## src/rtl/seq_subtractor_64.sv

```systemverilog
// seq_subtractor_64: multi-cycle 64-bit subtractor, D = A - B - borrow_in,
// one 16-bit slice per cycle with a registered borrow chain.
//
// Ports:
//   i_clk        rising-edge clock
//   i_reset      asynchronous active-high reset
//   i_start      request, sampled only when not busy
//   i_a, i_b     64-bit minuend / subtrahend, captured on accepted start
//   i_borrow_in  borrow into bit 0, captured on accepted start
//   o_busy       high while slices are being computed
//   o_done       one-cycle pulse, result valid
//   o_d          difference (mod 2^64), filled slice by slice
//   o_borrow_out unsigned borrow, 1 iff A < B + borrow_in
//   o_overflow   signed two's-complement overflow
module seq_subtractor_64 (
    input  logic        i_clk,
    input  logic        i_reset,
    input  logic        i_start,
    input  logic [63:0] i_a,
    input  logic [63:0] i_b,
    input  logic        i_borrow_in,
    output logic        o_busy,
    output logic        o_done,
    output logic [63:0] o_d,
    output logic        o_borrow_out,
    output logic        o_overflow
);

    typedef enum logic [1:0] {
        IDLE = 2'd0,
        RUN  = 2'd1,
        DONE = 2'd2
    } state_t;

    state_t      state, state_n;
    logic [63:0] a_q, a_n;
    logic [63:0] b_q, b_n;
    logic        br_q, br_n;
    logic [1:0]  k_q, k_n;
    logic [63:0] d_q, d_n;
    logic        bo_q, bo_n;
    logic        ov_q, ov_n;

    logic [5:0]  base;
    logic [15:0] a_sl;
    logic [15:0] b_sl;
    logic [16:0] sum;

    // Slice adder: a + ~b + ~borrow; carry-out low means a borrow.
    always_comb begin
        base = {k_q, 4'b0000};
        a_sl = a_q[base +: 16];
        b_sl = b_q[base +: 16];
        sum  = {1'b0, a_sl}
             + {1'b0, ~b_sl}
             + {16'd0, ~br_q};
    end

    always_ff @(posedge i_clk or posedge i_reset) begin
        if (i_reset) begin
            state <= IDLE;
            a_q   <= '0;
            b_q   <= '0;
            br_q  <= 1'b0;
            k_q   <= 2'd0;
            d_q   <= '0;
            bo_q  <= 1'b0;
            ov_q  <= 1'b0;
        end else begin
            state <= state_n;
            a_q   <= a_n;
            b_q   <= b_n;
            br_q  <= br_n;
            k_q   <= k_n;
            d_q   <= d_n;
            bo_q  <= bo_n;
            ov_q  <= ov_n;
        end
    end

    always_comb begin
        state_n = state;
        a_n     = a_q;
        b_n     = b_q;
        br_n    = br_q;
        k_n     = k_q;
        d_n     = d_q;
        bo_n    = bo_q;
        ov_n    = ov_q;
        unique case (state)
            IDLE, DONE: begin
                if (i_start) begin
                    a_n     = i_a;
                    b_n     = i_b;
                    br_n    = i_borrow_in;
                    k_n     = 2'd0;
                    d_n     = '0;
                    state_n = RUN;
                end else if (state == DONE) begin
                    state_n = IDLE;
                end
            end
            RUN: begin
                d_n[base +: 16] = sum[15:0];
                br_n = ~sum[16];
                k_n  = k_q + 2'd1;
                if (k_q == 2'd3) begin
                    bo_n = ~sum[16];
                    // sum[15] is the final d[63] being written now
                    ov_n = (a_q[63] != b_q[63])
                        && (sum[15] != a_q[63]);
                    state_n = DONE;
                end
            end
            default: begin
                state_n = IDLE;
            end
        endcase
    end

    assign o_busy       = (state == RUN);
    assign o_done       = (state == DONE);
    assign o_d          = d_q;
    assign o_borrow_out = bo_q;
    assign o_overflow   = ov_q;

endmodule

```

## config.mk

```make
export PLATFORM = sky130hd
export DESIGN_NAME = seq_subtractor_64
export DESIGN_NICKNAME = d
export VERILOG_FILES = /design/src/rtl/seq_subtractor_64.sv
export SDC_FILE = /design/constraint.sdc
export NUM_CORES = 1
export LEC_CHECK = 0
export ABC_CLOCK_PERIOD_IN_PS = 16100
export BUFFER_PORTS_ARGS = -buffer_cell sky130_fd_sc_hd__buf_2
export CORE_ASPECT_RATIO = 1.25
export CORE_MARGIN = 8
export CORE_UTILIZATION = 60
export CTS_BUF_LIST = sky130_fd_sc_hd__clkbuf_4
export DETAILED_ROUTE_END_ITERATION = 8
export GPL_TIMING_DRIVEN = 1
export PLACE_DENSITY = 0.92
export SLEW_MARGIN = 5
export SYNTH_ARGS = -nofsm -noshare
export SYNTH_HDL_FRONTEND = slang
export SYNTH_SLANG_ARGS = --single-unit
```

## constraint.sdc

```tcl
create_clock -name i_clk -period 16.1 [get_ports i_clk]
set_input_delay 3.22 -clock i_clk [delete_from_list [all_inputs] [get_ports i_clk]]
set_output_delay 3.22 -clock i_clk [all_outputs]
set_load 0.1 [all_outputs]
```

---- Word-level counts from Yosys, hierarchy flattened ----
Cells that the tools add are included.
word-level totals
  logic and storage cells ................. 46
  input bits .............................. 132
  flip-flop bits (word level) ............. 199
cells by class
  mux-type cells .......................... 11
  $add $sub $neg .......................... 4
  bitwise operators ....................... 3
  reduce and logical (&&, ||, !) cells .... 8
  eq/ne operators ......................... 8
  shift-type cells ........................ 4
operator list
  cell                                                                     count
  64-bit one-hot mux with 2 select lines                                   1
  64-bit by 7-bit indexed part select with 16-bit output                   2
  64-bit bitwise mux                                                       1
  64-bit 2-to-1 mux                                                        1
  16-bit by 8-bit variable shift with 64-bit output, first input constant  1
  16-bit by 8-bit indexed part select with 64-bit output                   1
  16-bit by 16-bit adder with 17-bit output                                1
  17-bit by 1-bit adder with 17-bit output                                 1
  16-bit NOT                                                               1
  2-bit 2-to-1 mux                                                         4
  6-bit negation with 8-bit output                                         1
  2-bit one-hot mux with 2 select lines                                    2
  2-bit AND reduction                                                      4
  2-bit equality test, second input constant                               2
  3-bit != test, second input constant                                     1
  2-bit by 1-bit adder with 2-bit output, second input constant            1
  2-bit by 1-bit equality test with 1-bit output, second input constant    1
  2-bit logical NOT                                                        1
  1-bit != test                                                            2
  2-bit by 1-bit != test with 1-bit output, second input constant          1
  2-bit != test, second input constant                                     1
  1-bit NOT                                                                2
  1-bit one-hot mux with 2 select lines                                    1
  2-bit nonzero test                                                       1
  3 further kinds                                                          3

---- Longest topological paths before layout ----
Gate-level depths: netlist (run 1).
  word-level depth ........................ 7
  depth in mapped cells ................... 14
  gate-level depth less buffers ........... 12

---- Least setup slack after synthesis (run 1) ----
Ideal clock, no wire load.
  path type ............................... reg-to-output
  start ................................... reg state[0]
  end ..................................... out o_done
  path slack .............................. 11.162 ns
  data arrival time ....................... 1.718 ns
  stages on the path, launching flop included .. 2
  data required time ...................... 12.880 ns
  cell sequence ........................... dfrtp_1 > nor2b_1
on the way
  cells in the longest elaborated chain, start to end .. 1
ends and longest elaborated chain
  what                      line  RTL
  start: declaration        35    state_t state, state_n;
  start signal: assignment  70    state <= state_n;
  2-bit equality test       122   assign o_done = (state == DONE);
  end: declaration          23    output logic o_done,
No other way between the ends.

---- Worst setup path in the final report (run 1) ----
  start ................................... reg state[0]
  end ..................................... out o_busy
on the way
  cells in the longest elaborated chain, start to end .. 1
ends and longest elaborated chain
  what                                            line  RTL
  2-bit by 1-bit equality test with 1-bit output  121   assign o_busy = (state == RUN);
  end: declaration                                22    output logic o_busy,
No other way between the ends.

==> impl_metrics.env, run 1 <==
export IMPL_synth_ff_type="dfrtp_1"
export IMPL_crit_path_start_kind="flip-flop"
export IMPL_cp_endpoint="o_busy"
export IMPL_fin_nets=978
export IMPL_numPortBuffers=199
export IMPL_cts_root_buf="clkbuf_4"
export IMPL_outcome="completed"
export IMPL_grt_max_degree=122
export IMPL_drcViolationCount=0
export IMPL_core_region_area_mm2=0.0144
export IMPL_period_share=0.316
export IMPL_die_h_um=152
export IMPL_place_area_mm2=0.0101
export IMPL_fp_row_count=49
export IMPL_final_common_cell="buf_2"
export IMPL_path_cells="nand2b_1 > clkinv_1 > buf_2"
export IMPL_antenna_found_initial=3
export IMPL_postCtsHoldBufs=0
export IMPL_wl_um=21300
export IMPL_skew_ps=19.1
export IMPL_yosys_area_top_type="dfrtp_1"
export IMPL_syn_avg_cell_area_um2=14.1
export IMPL_grt_pass1_wl_um=34000
export IMPL_layout_common_cells="buf_2, dfrtp_1, mux2_2"
export IMPL_setup_worst_path_start="state[0]"
export IMPL_end_kind="primary output"
export IMPL_r2r_end="o_d[60]"
export IMPL_yosys_warnings=0
export IMPL_hp_class="flip-flop to flip-flop"
export IMPL_cts_resized=0
export IMPL_timing_max_cap_violations=0
export IMPL_place_congestion=0.901
export IMPL_critPathArrivalTime_ps=1870
export IMPL_clkTransAtPathRegs_ps=160
export IMPL_drt_iter0_markers=477
export IMPL_drive_gt1_frac=0.487
export IMPL_critPathKind="flip-flop to primary output"
export IMPL_finalSetupViolations=0
export IMPL_clock_sinks=199
export IMPL_synth_seq_cells=199
export IMPL_htreeDepth=4
export IMPL_yosys_top_cells_area="dfrtp_1, mux2_2, mux4_2"
export IMPL_rsz0062_at_grt="false"
export IMPL_synthArstFlopShare=1.00
export IMPL_max_freq_mhz=196
export IMPL_clk_insertion_delay_late_ps=590
export IMPL_tightest_slew_ps=1310
export IMPL_slew_violations=0
export IMPL_post_cts_buffers=0
export IMPL_timing_rr_start="k_q[0]"
export IMPL_finalHoldViolCount=0
export IMPL_cp_slowest_cell="dfrtp_1"
export IMPL_cts_tree="yes"
export IMPL_yosysSeqAreaShare=0.561
export IMPL_synth_net_count=781
export IMPL_setup_tns_ps=0
export IMPL_initial_utilization=0.616
export IMPL_syn_inst=628
export IMPL_crit_path_max_incr_delay_ps=470
export IMPL_die_width_um=125
export IMPL_synth_area_mm2=0.00887
export IMPL_ys_types=46
export IMPL_min_period_ps=5090
export IMPL_drtAntennaViolNets=0
export IMPL_synth_edf_count=0
export IMPL_cp_top_family="buffers and inverters"
export IMPL_viasPerCell=5.92
export IMPL_track_usage=0.226
export IMPL_hpwl_um=16100
export IMPL_cts_made_buffers=17
export IMPL_vias=6036
export IMPL_synth_top_cell_area_share=0.561
export IMPL_cts_max_path_buffers=2
export IMPL_pin_count=200
export IMPL_cp_data_required_time_ps=12880
export IMPL_wl_per_cell_um=20.9
export IMPL_r2r_slack_ps=11910
export IMPL_cp_depth=3
export IMPL_gr_total_overflow=0
export IMPL_cp_buffers_inverters=2
export IMPL_die_area_mm2=0.0190
export IMPL_final_cell_area_mm2=0.0104
export IMPL_area_growth_pct=16.8
export IMPL_crit_path_max_fanout=9
export IMPL_dr_pass1_iters=5
export IMPL_grt_pass1_vias=6490
export IMPL_rr_worst_depth=12
export IMPL_slew_headroom=0.125
-- metrics by stage --
stage                     std cells  hold slack, ps  worst slack (ps)   util
after floorplan                 628             475              7450      -
after global placement          984             458             10660  0.698
after detailed placement        984             465             10660  0.698
after CTS                      1016             498             11000  0.719
after global routing           1019             518             10900  0.720
final                          1019             497             11010  0.720
-- logic make-up (layout without fill, tap and decap cells) --
| family | Yosys count | after routing | share of synthesized area |
|---|---|---|---|
| buffers and inverters | 53 | 263 | 0.0227 |
| adders and majority gates | 21 | 21 | 0.0313 |
| xor gates and xnor gates | 11 | 11 | 0.0109 |
| muxes | 160 | 160 | 0.244 |
| and+or+nand+nor | 75 | 75 | 0.0398 |
| other | 0 | 3 | 0 |
| DFF | 199 | 199 | 0.561 |
| AOI/OAI and AO/OA | 109 | 109 | 0.0907 |
-- per-layer routing --
layer  up-vias  GRT usage  share of wire
li1       2713          -              -
met1      3068      0.263           0.39
met2       214      0.385           0.52
met3        41     0.0675          0.060
met4         0     0.0891          0.028
met5         -          0              0
-- worst min-delay path, cell delays in order, from the launching register on --
cell	delay (ps)
dfrtp_1	370
nand2_1	50
o21ai_0	60
-- synthesized netlist by cell type (2+ instances only) --
library cell,n
buf_2,2
nand3_1,3
clkbuf_1,19
mux4_2,32
ha_1,19
and3_1,2
nor2_1,11
a31o_2,2
o21bai_1,2
fa_1,2
a31oi_1,2
nand2_1,35
a21o_1,3
mux2_2,128
or3_1,3
a211o_1,3
a211oi_1,2
xnor2_1,9
inv_1,25
nor3_1,6
xor2_1,2
dfrtp_1,199
buf_1,6
and2_1,2
a22o_1,40
nand2b_1,4
nor2b_1,4
o21a_1,4
a21oi_1,12
o21ai_0,29
-- flip-flops by register name, summed over array words and instances (netlist names) --
register,flops
a_q,64
b_q,64
br_q,1
k_q,2
o_borrow_out,1
o_d,64
o_overflow,1
state,2
-- worst min path at each step --
stage,start,end,cells past startpoint
finish,o_d[62],o_d[62],2
global route,o_d[62],o_d[62],2
CTS,o_d[32],o_d[32],2
detailed placement,o_d[32],o_d[32],2
global placement,o_d[24],o_d[24],2
floorplan,a_q[32],a_q[32],1
-- cell type report --
class / count / area, um^2
flip-flops and latches: 199 / 4980
multi-input cells: 376 / 3710
well taps: 178 / 223
clock inverters: 15 / 175
repair buffers: 205 / 1040
inverters: 26 / 105
fillers: 985 / 4040
diodes: 3 / 7.51
clock buffers: 17 / 128
Power of run 1 is not shown: default switching activity piles up to over one toggle a cycle in this logic, so the estimate is an artifact.
==> run 2: changes to the inputs <==
ABC_CLOCK_PERIOD_IN_PS = 4080   (was 16100)
CORE_UTILIZATION = 51   (was 60)
PLACE_DENSITY = 0.84   (was 0.92)
clock period = 4.08 ns   (was 16.1 ns; I/O delays follow)
==> run 2 against run 1 <==
Non-clock buffer count up 11. Utilization down 11 points. Flip-flop and latch count unchanged. Cell count up 5.3%. Critical path type is now flip-flop to flip-flop.
==> impl_metrics.env, run 2 (synthesized netlist as in run 1, its figures left out) <==
export IMPL_num_fill_cells=1319
export IMPL_cp_data_required_time_ps=4550
export IMPL_end_kind="flip-flop"
export IMPL_slew_violations=0
export IMPL_max_freq_mhz=279
export IMPL_pin_count=200
export IMPL_final_common_cell="buf_2"
export IMPL_initial_utilization=0.515
export IMPL_clock_sinks=199
export IMPL_drt_iter0_markers=448
export IMPL_die_width_um=134
export IMPL_post_cts_buffers=0
export IMPL_setup_tns_ps=0
export IMPL_finalSetupViolations=0
export IMPL_track_usage=0.206
export IMPL_drtAntennaViolNets=0
export IMPL_cts_made_buffers=17
export IMPL_postCtsHoldBufs=0
export IMPL_vias=6028
export IMPL_die_h_um=163
export IMPL_grt_max_degree=135
export IMPL_crit_path_start_kind="flip-flop"
export IMPL_timing_rr_start="k_q[0]"
export IMPL_clkTransAtPathRegs_ps=170
export IMPL_wl_per_cell_um=20.4
export IMPL_hp_class="input port to asynchronous set/reset pin"
export IMPL_timing_max_cap_violations=0
export IMPL_skew_ps=31.5
export IMPL_place_congestion=0.883
export IMPL_rsz0062_at_grt="false"
export IMPL_grt_pass1_vias=6584
export IMPL_antenna_found_initial=1
export IMPL_layout_common_cells="buf_2, dfrtp_1, mux2_2"
export IMPL_finalHoldViolCount=0
export IMPL_min_period_ps=3580
export IMPL_htreeDepth=4
export IMPL_dr_pass1_iters=5
export IMPL_drive_gt1_frac=0.493
export IMPL_critPathKind="flip-flop to flip-flop"
export IMPL_setup_worst_path_start="k_q[0]"
export IMPL_die_area_mm2=0.0219
export IMPL_viasPerCell=5.62
export IMPL_cts_resized=0
export IMPL_core_region_area_mm2=0.0172
export IMPL_grtUsageMet2=0.340
export IMPL_cts_tree="yes"
export IMPL_fin_nets=989
export IMPL_cts_root_buf="clkbuf_4"
export IMPL_wl_um=21900
export IMPL_crit_path_max_fanout=16
export IMPL_gr_total_overflow=0
export IMPL_use_met1=0.238
export IMPL_slew_headroom=0.487
export IMPL_outcome="completed"
export IMPL_cts_max_path_buffers=2
export IMPL_numPortBuffers=199
export IMPL_area_growth_pct=18.5
export IMPL_period_share=0.878
export IMPL_tightest_slew_ps=769
export IMPL_clk_insertion_delay_late_ps=570
export IMPL_fp_row_count=54
export IMPL_top_usage_layer="met2"
export IMPL_hpwl_um=17000
export IMPL_critPathArrivalTime_ps=4050
export IMPL_drcViolationCount=0
export IMPL_met3_usage=0.0618
export IMPL_grt_pass1_wl_um=34900
## run 2: routing by layer
| layer | vias up | share of wire |
|---|---|---|
| li1 | 2741 | - |
| met1 | 3021 | 0.38 |
| met2 | 223 | 0.51 |
| met3 | 43 | 0.069 |
| met4 | 0 | 0.037 |
| met5 | - | 0 |
## run 2: per-stage QoR
stage               instances  hold WS, ps  worst slack (ps)  instance area [um^2]  utilization
floorplan                 628          475               296                  8880            -
finish                   1073          213               499                 10500        0.610
detailed placement       1041          467               512                 10200        0.594
global placement         1041          458               593                 10200        0.594
CTS                      1072          160               503                 10500        0.610
global route             1073          150               288                 10500        0.610
## run 2: worst paths after layout
check	endpoint	slack [ps]	depth (start not counted)
hold reg to reg	o_d[16]	500	2
min in group i_clk	a_q[31]	470	2
max in group asynchronous	b_q[1]	2950	3
setup / recovery	o_d[62]	500	13
setup reg to reg	o_d[62]	500	13
hold / removal	o_d[6]	210	2
## run 2: area by class of cell
| class | instances | area, um^2 | area share |
|---|---|---|---|
| multi-input combinational | 376 | 3700 | 0.352 |
| tap | 224 | 280 | 0.0267 |
| clock buffer | 18 | 135 | 0.0129 |
| timing repair buffer | 216 | 1170 | 0.112 |
| antenna | 1 | 2.50 | 0.000238 |
| clock inverter | 13 | 138 | 0.0131 |
| sequential | 199 | 4980 | 0.474 |
| inverter | 26 | 101 | 0.00964 |
## run 2: critical path, cell delays in order, from the launching register on
cell and delay, ps:
dfrtp_2 560, buf_12 220, mux4_2 500, inv_1 90, fa_1 210, inv_1 60
fa_1 400, a21oi_1 200, o21ai_0 180, o2bb2ai_1 200, o41a_1 370, nand4b_1 100
and3_1 260, o21ai_0 130
Power of run 2 is left out for the same reason.
